$ cat config.mk
export PLATFORM = sky130hd
export DESIGN_NAME = fixed_multiplier
export DESIGN_NICKNAME = d
export VERILOG_FILES = /design/src/rtl/mult_pkg.sv /design/src/rtl/mult_datapath.sv /design/src/rtl/fixed_multiplier.sv
export SDC_FILE = /design/constraint.sdc
export NUM_CORES = 1
export LEC_CHECK = 0
export ABC_CLOCK_PERIOD_IN_PS = 4370
export BUFFER_PORTS_ARGS = -buffer_cell sky130_fd_sc_hd__buf_4
export CORE_AREA = 2 2 93 95
export DETAILED_ROUTE_END_ITERATION = 8
export DIE_AREA = 0 0 95 97
export GPL_ROUTABILITY_DRIVEN = 1
export PLACE_DENSITY = 0.72
export SETUP_SLACK_MARGIN = 0.02
export SLEW_MARGIN = 20
export SYNTH_ARGS = -nofsm -noshare
export SYNTH_HDL_FRONTEND = slang
export SYNTH_HIERARCHICAL = 1
export SYNTH_SLANG_ARGS = --single-unit
$ cat constraint.sdc
create_clock -name clock -period 4.37 [get_ports clock]
set_input_delay 0.437 -clock clock [delete_from_list [all_inputs] [get_ports clock]]
set_output_delay 0.437 -clock clock [all_outputs]
set_load 0.05 [all_outputs]
$ cat src/rtl/mult_pkg.sv
// ---------------------------------------------------------------------------
// mult_pkg
// Shared definitions for the sequential fixed-point multiplier:
//   - default operand width and fractional-bit count (unsigned Q6.4)
//   - number of shift-add iterations per multiply
//   - controller state encoding
//   - helper for sizing the iteration counter
// ---------------------------------------------------------------------------
package mult_pkg;

   localparam int DEF_WIDTH = 10;
   localparam int DEF_FRAC  = 4;

   // One shift-add step per multiplier bit, so a multiply always takes
   // exactly DEF_WIDTH calculation cycles regardless of operand values.
   localparam int DEF_ITERS = DEF_WIDTH;

   typedef enum logic [1:0] {
      ST_IDLE = 2'd0,
      ST_LOAD = 2'd1,
      ST_CALC = 2'd2,
      ST_DONE = 2'd3
   } state_t;

   // Counter width able to hold 0..width-1 (at least one bit).
   function automatic int cnt_width(input int width);
      return (width > 1) ? $clog2(width) : 1;
   endfunction

endpackage

$ cat src/rtl/mult_datapath.sv
// ---------------------------------------------------------------------------
// mult_datapath
// Operand registers, 2*WIDTH-bit shift-add accumulator and the registered
// result/overflow outputs of the fixed-point multiplier.
//
// Ports:
//   clock      in   rising-edge clock
//   reset      in   asynchronous active-low reset
//   load_en    in   capture a_in/b_in, clear accumulator
//   step_en    in   perform one shift-add step
//   finish_en  in   last step: also register the scaled product and overflow
//   a_in       in   [WIDTH-1:0] multiplicand
//   b_in       in   [WIDTH-1:0] multiplier
//   q_out      out  [WIDTH-1:0] product[WIDTH+FRAC-1:FRAC]
//   ovf_out    out  OR of product bits above the result window
// ---------------------------------------------------------------------------
module mult_datapath
   import mult_pkg::*;
#(
   parameter int WIDTH = DEF_WIDTH,
   parameter int FRAC  = DEF_FRAC
) (
   input  logic             clock,
   input  logic             reset,
   input  logic             load_en,
   input  logic             step_en,
   input  logic             finish_en,
   input  logic [WIDTH-1:0] a_in,
   input  logic [WIDTH-1:0] b_in,
   output logic [WIDTH-1:0] q_out,
   output logic             ovf_out
);

   localparam int PW = 2 * WIDTH;

   logic [PW-1:0]    mcand_q, mcand_d;
   logic [WIDTH-1:0] mplier_q, mplier_d;
   logic [PW-1:0]    acc_q, acc_d;
   logic [WIDTH-1:0] q_q, q_d;
   logic             ovf_q, ovf_d;
   logic [PW-1:0]    acc_step;

   // The final step's sum is taken straight from acc_step so the result
   // registers load on the same edge that finishes the last iteration.
   always_comb begin
      mcand_d  = mcand_q;
      mplier_d = mplier_q;
      acc_d    = acc_q;
      q_d      = q_q;
      ovf_d    = ovf_q;
      acc_step = acc_q + (mplier_q[0] ? mcand_q : '0);

      if (load_en) begin
         mcand_d  = {{WIDTH{1'b0}}, a_in};
         mplier_d = b_in;
         acc_d    = '0;
      end

      if (step_en) begin
         acc_d    = acc_step;
         mcand_d  = mcand_q << 1;
         mplier_d = mplier_q >> 1;
      end

      if (finish_en) begin
         q_d   = acc_step[WIDTH+FRAC-1:FRAC];
         ovf_d = |acc_step[PW-1:WIDTH+FRAC];
      end
   end

   always_ff @(posedge clock or negedge reset) begin
      if (!reset) begin
         mcand_q  <= '0;
         mplier_q <= '0;
         acc_q    <= '0;
         q_q      <= '0;
         ovf_q    <= 1'b0;
      end else begin
         mcand_q  <= mcand_d;
         mplier_q <= mplier_d;
         acc_q    <= acc_d;
         q_q      <= q_d;
         ovf_q    <= ovf_d;
      end
   end

   assign q_out   = q_q;
   assign ovf_out = ovf_q;

endmodule

$ cat src/rtl/fixed_multiplier.sv
// ---------------------------------------------------------------------------
// fixed_multiplier
// Unsigned fixed-point sequential multiplier (shift-add, one bit per cycle).
// This level is the controller: FSM, iteration counter, busy/valid; the
// arithmetic lives in mult_datapath.
//
// Ports:
//   clock  in   rising-edge clock
//   reset  in   asynchronous active-low reset
//   start  in   begin a multiply (only looked at in IDLE)
//   A      in   [WIDTH-1:0] multiplicand
//   B      in   [WIDTH-1:0] multiplier
//   Q      out  [WIDTH-1:0] registered truncated product
//   busy   out  high in LOAD and CALC
//   ovf    out  product did not fit in WIDTH bits (held with Q)
//   valid  out  one-cycle pulse in DONE marking a new Q/ovf
// ---------------------------------------------------------------------------
module fixed_multiplier
   import mult_pkg::*;
#(
   parameter int WIDTH = DEF_WIDTH,
   parameter int FRAC  = DEF_FRAC
) (
   input  logic             clock,
   input  logic             reset,
   input  logic             start,
   input  logic [WIDTH-1:0] A,
   input  logic [WIDTH-1:0] B,
   output logic [WIDTH-1:0] Q,
   output logic             busy,
   output logic             ovf,
   output logic             valid
);

   localparam int              CNT_W = cnt_width(WIDTH);
   localparam logic [CNT_W-1:0] LAST  = CNT_W'(WIDTH - 1);

   state_t           state_q, state_d;
   logic [CNT_W-1:0] cnt_q, cnt_d;
   logic             load_en;
   logic             step_en;
   logic             finish_en;

   // Next-state logic. CALC always runs all WIDTH steps; there is no early
   // exit on zero operands so latency is fixed.
   always_comb begin
      state_d   = state_q;
      cnt_d     = cnt_q;
      load_en   = 1'b0;
      step_en   = 1'b0;
      finish_en = 1'b0;

      case (state_q)
         ST_IDLE: begin
            if (start) begin
               state_d = ST_LOAD;
            end
         end
         ST_LOAD: begin
            load_en = 1'b1;
            cnt_d   = '0;
            state_d = ST_CALC;
         end
         ST_CALC: begin
            step_en = 1'b1;
            if (cnt_q == LAST) begin
               finish_en = 1'b1;
               state_d   = ST_DONE;
            end else begin
               cnt_d = cnt_q + 1'b1;
            end
         end
         ST_DONE: begin
            state_d = ST_IDLE;
         end
         default: begin
            state_d = ST_IDLE;
         end
      endcase
   end

   always_ff @(posedge clock or negedge reset) begin
      if (!reset) begin
         state_q <= ST_IDLE;
         cnt_q   <= '0;
      end else begin
         state_q <= state_d;
         cnt_q   <= cnt_d;
      end
   end

   assign busy  = (state_q == ST_LOAD) || (state_q == ST_CALC);
   assign valid = (state_q == ST_DONE);

   mult_datapath #(
      .WIDTH (WIDTH),
      .FRAC  (FRAC)
   ) u_datapath (
      .clock     (clock),
      .reset     (reset),
      .load_en   (load_en),
      .step_en   (step_en),
      .finish_en (finish_en),
      .a_in      (A),
      .b_in      (B),
      .q_out     (Q),
      .ovf_out   (ovf)
   );

endmodule

==> impl_metrics.json, run 1 <==
{
  "setup_viol": 0,
  "grt_pass1_wl_um": 14100,
  "power_density_nw_per_um2": 622,
  "p_sw_mw": 1.18,
  "arrival_ns": 3.69,
  "n_antenna_cell": 0,
  "ys.flop_type": "dfrtp_1",
  "synthesis.nets": 446,
  "clockBufferDepth": 2,
  "r2r_slack_ns": 0.90,
  "grt_antenna_before_repair": 0,
  "grt-ovfl-total": 0,
  "synth_top_family_by_area": "compound AO/OA/AOI/OAI gates",
  "status": "finished, final reports clean",
  "wirelength_um": 8140,
  "numCtsBuffers": 9,
  "cts_hold_buf": 0,
  "endpoint_kind": "register",
  "gp_congestion": 0.890,
  "post-route-util": 0.552,
  "final_antenna_net_count": 0,
  "fin_tns_setup_ns": 0,
  "hold_ws_ns": 0.179,
  "post_cts_resized": 0,
  "drv_cap": 0,
  "synth_xor_area_frac": 0.0396,
  "maxSlewHeadroom": 0.431,
  "cp_common_cell": "a21oi_1",
  "syn-instance-count": 397,
  "ir_worst_vdd_mv": 0.522,
  "place_ws_ns": 0.970,
  "start_util": 0.489,
  "path_max_fanout": 21,
  "clock_skew_ns": 0.00896,
  "slowest_stage": "dfrtp_1",
  "drt-initial-drc-count": 160,
  "die_h_um": 97,
  "grt_usage": 0.193,
  "fp.dieArea_um2": 9220,
  "hold_viol": 0,
  "synthesis.area_um2": 3980,
  "finalCriticalPeriod_ns": 3.47,
  "htree_levels": 3,
  "min_path_type": "in2async",
  "routed_via_density": 5.71,
  "synth_edf_count": 0,
  "vias": 3036,
  "switching_share": 0.423,
  "cts-root-buf": "clkbuf_8",
  "clkPwrFrac": 0.175,
  "power_leakage_nw": 2.17,
  "yosys.area.top_type": "dfrtp_1",
  "slew_violations": 0,
  "max_stage_delay_ns": 0.57,
  "drtPass1Iterations": 4,
  "fin_nets": 473,
  "period_share": 0.794,
  "cts_sinks": 67,
  "r2r-end": "u_datapath/ovf_out",
  "dp_cells": 518,
  "areaGrowthSynthToFinish_pct": 12.8,
  "clk_latency_ns": 0.34,
  "fin_cells": 532,
  "tritoncts": "done",
  "grt_max_degree": 88,
  "fp.dieW_um": 95,
  "yosys_warnings": 6,
  "fmax_mhz": 288,
  "num_rows": 33,
  "yosysSeqAreaShare": 0.421,
  "combPwrFrac": 0.465,
  "critical_path_class": "reg2reg",
  "synth_top_area_frac": 0.421,
  "path_delay_family": "compound AO/OA/AOI/OAI gates",
  "intPower_mw": 1.61,
  "worstPathRequired_ns": 4.59,
  "wire_per_inst_um": 15.3,
  "worstPathCellList": "and2_1, ha_1, fa_1, a21oi_1, o211ai_1, a21oi_1, o2111ai_1, xor2_1, or4_1, o41a_1",
  "drive_gt1_frac": 0.171,
  "cp-start-kind": "register",
  "yosys-top-cells-area": "dfrtp_1 42%, ha_1 7.9%, mux2i_1 5.0%",
  "cts.clk_slew.worst_paths_ns": 0.07,
  "io_pins": 36,
  "syn_avg_cell_area_um2": 10.0,
  "ys_seq_elements": 67,
  "power_mw": 2.79,
  "synthSimpleGateAreaFrac": 0.153,
  "regToRegStartpoint": "u_datapath/mplier_q[0]",
  "r2r_cells": 10,
  "synthMuxAreaShare": 0.0786,
  "rsz0062_at_grt": "false",
  "finalInstanceArea_um2": 4490,
  "tightest_slew_ns": 0.853,
  "synth_fa_ha_area_frac": 0.0836,
  "placed_cell_area_um2": 4300,
  "async_reset_ff_frac": 1.00,
  "synth_compound_area_frac": 0.190,
  "p_seq_frac": 0.361,
  "timing.critical_path.buf_inv": 0,
  "grt_pass1_vias": 3001,
  "portBuffers": 35,
  "core_area_um2": 8130,
  "setup_ws_ns": 0.899,
  "drc": 0,
  "yosysUniqueCellTypes": 57,
  "dp_hpwl_um": 5700,
  "post-cts-setup-buffers": 0
}
[layer usage]
layer	routed length [µm]	vias to the layer above	global-route usage
li1	-	1478	-
met1	3700	1469	0.263
met2	3920	69	0.299
met3	317	20	0.0374
met4	200	0	0.0847
met5	0	-	0
[cell usage in the layout (no fill, tap or decap), drive strengths merged, types with 12 or more instances in the layout]
cell    count
and2       20
nor2       12
o21ai      36
buf        39
nand2      43
a21oi      18
clkbuf     13
dfrtp      67
a22o       22
ha         25
mux2i      20
[layout make-up]
type / instances / area (µm²)
timing repair buffer: 39 / 293
clock buffer: 13 / 179
inverter: 8 / 30.0
sequential: 67 / 1680
fill: 722 / 3650
multi-input combinational: 299 / 2170
clock inverter: 1 / 7.51
tap: 105 / 131
[flip-flops by register name (all words and copies together) (netlist names)]
register / flops
u_datapath/mplier_q: 10
u_datapath/q_out: 10
cnt_q: 4
u_datapath/mcand_q: 20
u_datapath/ovf_out: 1
u_datapath/acc_q: 20
state_q: 2
[power groups by stage]
stage | Combinational, mW | Clock (mW) | Sequential [mW]
2_1_floorplan | 1.02 | 0 | 1.01
3_3_place_gp | 1.27 | 0 | 1.01
3_5_place_dp | 1.30 | 0 | 1.02
4_1_cts | 1.31 | 0.501 | 1.01
5_1_grt | 1.47 | 0.528 | 1.04
6_report | 1.30 | 0.488 | 1.01
[cell families (layout without fill, tap and decap cells)]
family,Yosys count,in the layout
AND/OR/NAND/NOR,118,118
AO/OA/AOI/OAI,107,107
flip-flops,67,67
buffers and inverters,31,61
multiplexers,30,30
adder cells (fa/ha/maj),26,26
XOR/XNOR,18,18
[cell usage after synthesis, types with 9 or more instances]
master,count
nand3_1,10
mux2_2,9
nand2b_1,10
mux2i_1,20
nand2_1,43
xor2_1,10
ha_1,25
nor2_1,12
o21ai_0,32
clkbuf_1,16
dfrtp_1,67
a21oi_1,17
and2_1,20
a22o_1,21
[how the worst max path moves through the flow]
stage                          to  slack [ns]              startpoint  cells after the start
5_1_grt        u_datapath/ovf_out        0.67  u_datapath/mplier_q[0]                     10
2_1_floorplan  u_datapath/ovf_out        1.32  u_datapath/mplier_q[0]                     11
6_report       u_datapath/ovf_out        0.90  u_datapath/mplier_q[0]                     10
3_5_place_dp   u_datapath/ovf_out        0.97  u_datapath/mplier_q[0]                     10
4_1_cts        u_datapath/ovf_out        0.92  u_datapath/mplier_q[0]                     10
3_3_place_gp   u_datapath/ovf_out        1.04  u_datapath/mplier_q[0]                     10
Power figures use the tool's default switching activity.
==> run 2, diff against run 1 <==
--- a/config.mk
+++ b/config.mk
@@ -5,13 +5,13 @@
 export SDC_FILE = /design/constraint.sdc
 export NUM_CORES = 1
 export LEC_CHECK = 0
-export ABC_CLOCK_PERIOD_IN_PS = 4370
+export ABC_CLOCK_PERIOD_IN_PS = 3120
 export BUFFER_PORTS_ARGS = -buffer_cell sky130_fd_sc_hd__buf_4
 export CORE_AREA = 2 2 93 95
 export DETAILED_ROUTE_END_ITERATION = 8
 export DIE_AREA = 0 0 95 97
 export GPL_ROUTABILITY_DRIVEN = 1
-export PLACE_DENSITY = 0.72
+export PLACE_DENSITY = 0.75
 export SETUP_SLACK_MARGIN = 0.02
 export SLEW_MARGIN = 20
 export SYNTH_ARGS = -nofsm -noshare
==> constraint.sdc (replaced) <==
create_clock -name clock -period 3.12 [get_ports clock]
set_input_delay 0.312 -clock clock [delete_from_list [all_inputs] [get_ports clock]]
set_output_delay 0.312 -clock clock [all_outputs]
set_load 0.05 [all_outputs]
==> impl_metrics.json, run 2 (synthesis results as in run 1) <==
{
  "final_cell_mix": "67 x dfrtp_1, 46 x buf_4, 43 x nand2_1, 32 x o21ai_0",
  "fmax_mhz": 336,
  "gp_congestion": 0.958,
  "critPathLaunch": "u_datapath/mcand_q[0]",
  "wirelength_um": 8440,
  "endpoint_kind": "register",
  "combPwrFrac": 0.477,
  "rsz0062_at_grt": "false",
  "slowest_stage": "or4_1",
  "clock_skew_ns": 0.00578,
  "period_share": 0.953,
  "grt_usage": 0.202,
  "grt-ovfl-total": 0,
  "fp.dieW_um": 95,
  "start_util": 0.489,
  "final_antenna_net_count": 0,
  "hold_viol": 0,
  "numCtsBuffers": 9,
  "place_ws_ns": 0.0216,
  "areaGrowthSynthToFinish_pct": 15.6,
  "min_path_type": "in2async",
  "htree_levels": 3,
  "worstPathRequired_ns": 3.35,
  "num_rows": 33,
  "cp_common_cell": "a21oi_2",
  "cp-start-kind": "register",
  "critical_path_class": "reg2reg",
  "portBuffers": 35,
  "r2r_cells": 10,
  "maxSlewHeadroom": 0.439,
  "p_sw_mw": 1.73,
  "dp_hpwl_um": 5870,
  "worstPathCellList": "and2_1, ha_1, fa_2, a21oi_2, o211ai_1, a21oi_2, o2111ai_2, xor2_1, or4_1, o41a_1",
  "cts_hold_buf": 0,
  "fp.dieArea_um2": 9220,
  "clkPwrFrac": 0.176,
  "clk_latency_ns": 0.35,
  "seqCellArea_um2": 1680,
  "tritoncts": "done",
  "tightest_slew_ns": 0.842,
  "multi_input_area_um2": 2220,
  "power_mw": 4.06,
  "placed_cell_area_um2": 4350,
  "ir_worst_vdd_mv": 1.01,
  "drive_gt1_frac": 0.211,
  "die_h_um": 97,
  "cts.clk_slew.worst_paths_ns": 0.07,
  "io_pins": 36,
  "drv_cap": 0,
  "grt_max_degree": 88,
  "switching_share": 0.427,
  "p_seq_frac": 0.347,
  "path_max_fanout": 3,
  "power_density_nw_per_um2": 882,
  "fin_nets": 480,
  "grt_pass1_vias": 3119,
  "drtPass1Iterations": 4,
  "clockBufferDepth": 2,
  "vias": 3075,
  "final_common_cell": "dfrtp_1",
  "n_antenna_cell": 0,
  "fin_tns_setup_ns": 0,
  "intPower_mw": 2.32,
  "power_leakage_nw": 2.20,
  "grt_pass1_wl_um": 14900,
  "top_regs": "u_datapath/acc_q: 20 flops, u_datapath/mcand_q: 20 flops",
  "cts_sinks": 67,
  "status": "finished, final reports clean",
  "max_stage_delay_ns": 0.52,
  "arrival_ns": 3.20,
  "finalCriticalPeriod_ns": 2.97,
  "regToRegStartpoint": "u_datapath/mcand_q[0]",
  "routed_via_density": 5.68,
  "setup_ws_ns": 0.147,
  "core_area_um2": 8130,
  "setup_viol": 0,
  "fillCellCount": 712,
  "drt-initial-drc-count": 150,
  "finalInstanceArea_um2": 4600,
  "cts-root-buf": "clkbuf_8",
  "wire_per_inst_um": 15.6,
  "slew_violations": 0,
  "grt_antenna_before_repair": 0,
  "drc": 0
}
[run 2: cell types whose count changed in the layout (fill, tap and decap cells not counted), sizes merged]
cell,delta
inv,+1
buf,+7
bufinv,+1
clkbuf,-3
clkinv,+3
[run 2: layout make-up]
cell class | instances | area share
clock buffer | 10 | 0.0278
clock inverter | 6 | 0.0141
inverter | 8 | 0.00653
multi-input combinational | 299 | 0.483
sequential | 67 | 0.365
tap | 105 | 0.0286
timing repair buffer | 46 | 0.0751
[run 2: power groups by stage]
stage / sequential (mW) / clock (mW) / combinational (mW)
floorplan: 1.42 / 0 / 1.43
global placement: 1.41 / 0 / 1.85
detailed placement: 1.42 / 0 / 1.91
CTS: 1.40 / 0.736 / 1.92
global route: 1.45 / 0.774 / 2.16
finish: 1.41 / 0.715 / 1.94
[run 2: worst max-delay path, delay by kind of cell (launching register included)]
family          cells  cell delay [ns]
xor+xnor            1             0.18
simple gates        2             0.69
flops               1             0.40
compound gates      5             1.02
fa+ha+maj           2             0.58
[run 2: what timing repair did]
action	CTS	global route
pin swaps	0	2
resized for setup	1	11
endpoints found under the hold margin	0	0
setup endpoints to repair	1	1
buffers inserted	0	0
[run 2: final timing paths]
| kind | slack, ns | to |
|---|---|---|
| setup / recovery | 0.15 | u_datapath/ovf_out |
| hold / removal | 0.04 | u_datapath/acc_q[12] |
| setup reg to reg | 0.15 | u_datapath/ovf_out |
| hold reg to reg | 0.48 | u_datapath/mplier_q[2] |
| max in group asynchronous | 2.50 | u_datapath/acc_q[7] |
| min in group clock | 0.22 | u_datapath/mplier_q[9] |
[run 2: metrics by stage]
step | hold WS [ns] | util | cells
after global routing | 0.136 | 0.565 | 541
after CTS | 0.0946 | 0.559 | 541
final | 0.0361 | 0.565 | 541
after floorplan | 0.0164 | - | 397
after detailed placement | 0.475 | 0.535 | 525
after global placement | 0.463 | 0.535 | 525
[run 2: routing by layer]
layer / up-vias / track usage / wire length, µm
met2: 53 / 0.319 / 4140
met4: 0 / 0.0624 / 168
li1: 1495 / - / -
met1: 1513 / 0.274 / 3870
met5: - / 0 / 0
met3: 14 / 0.0483 / 269
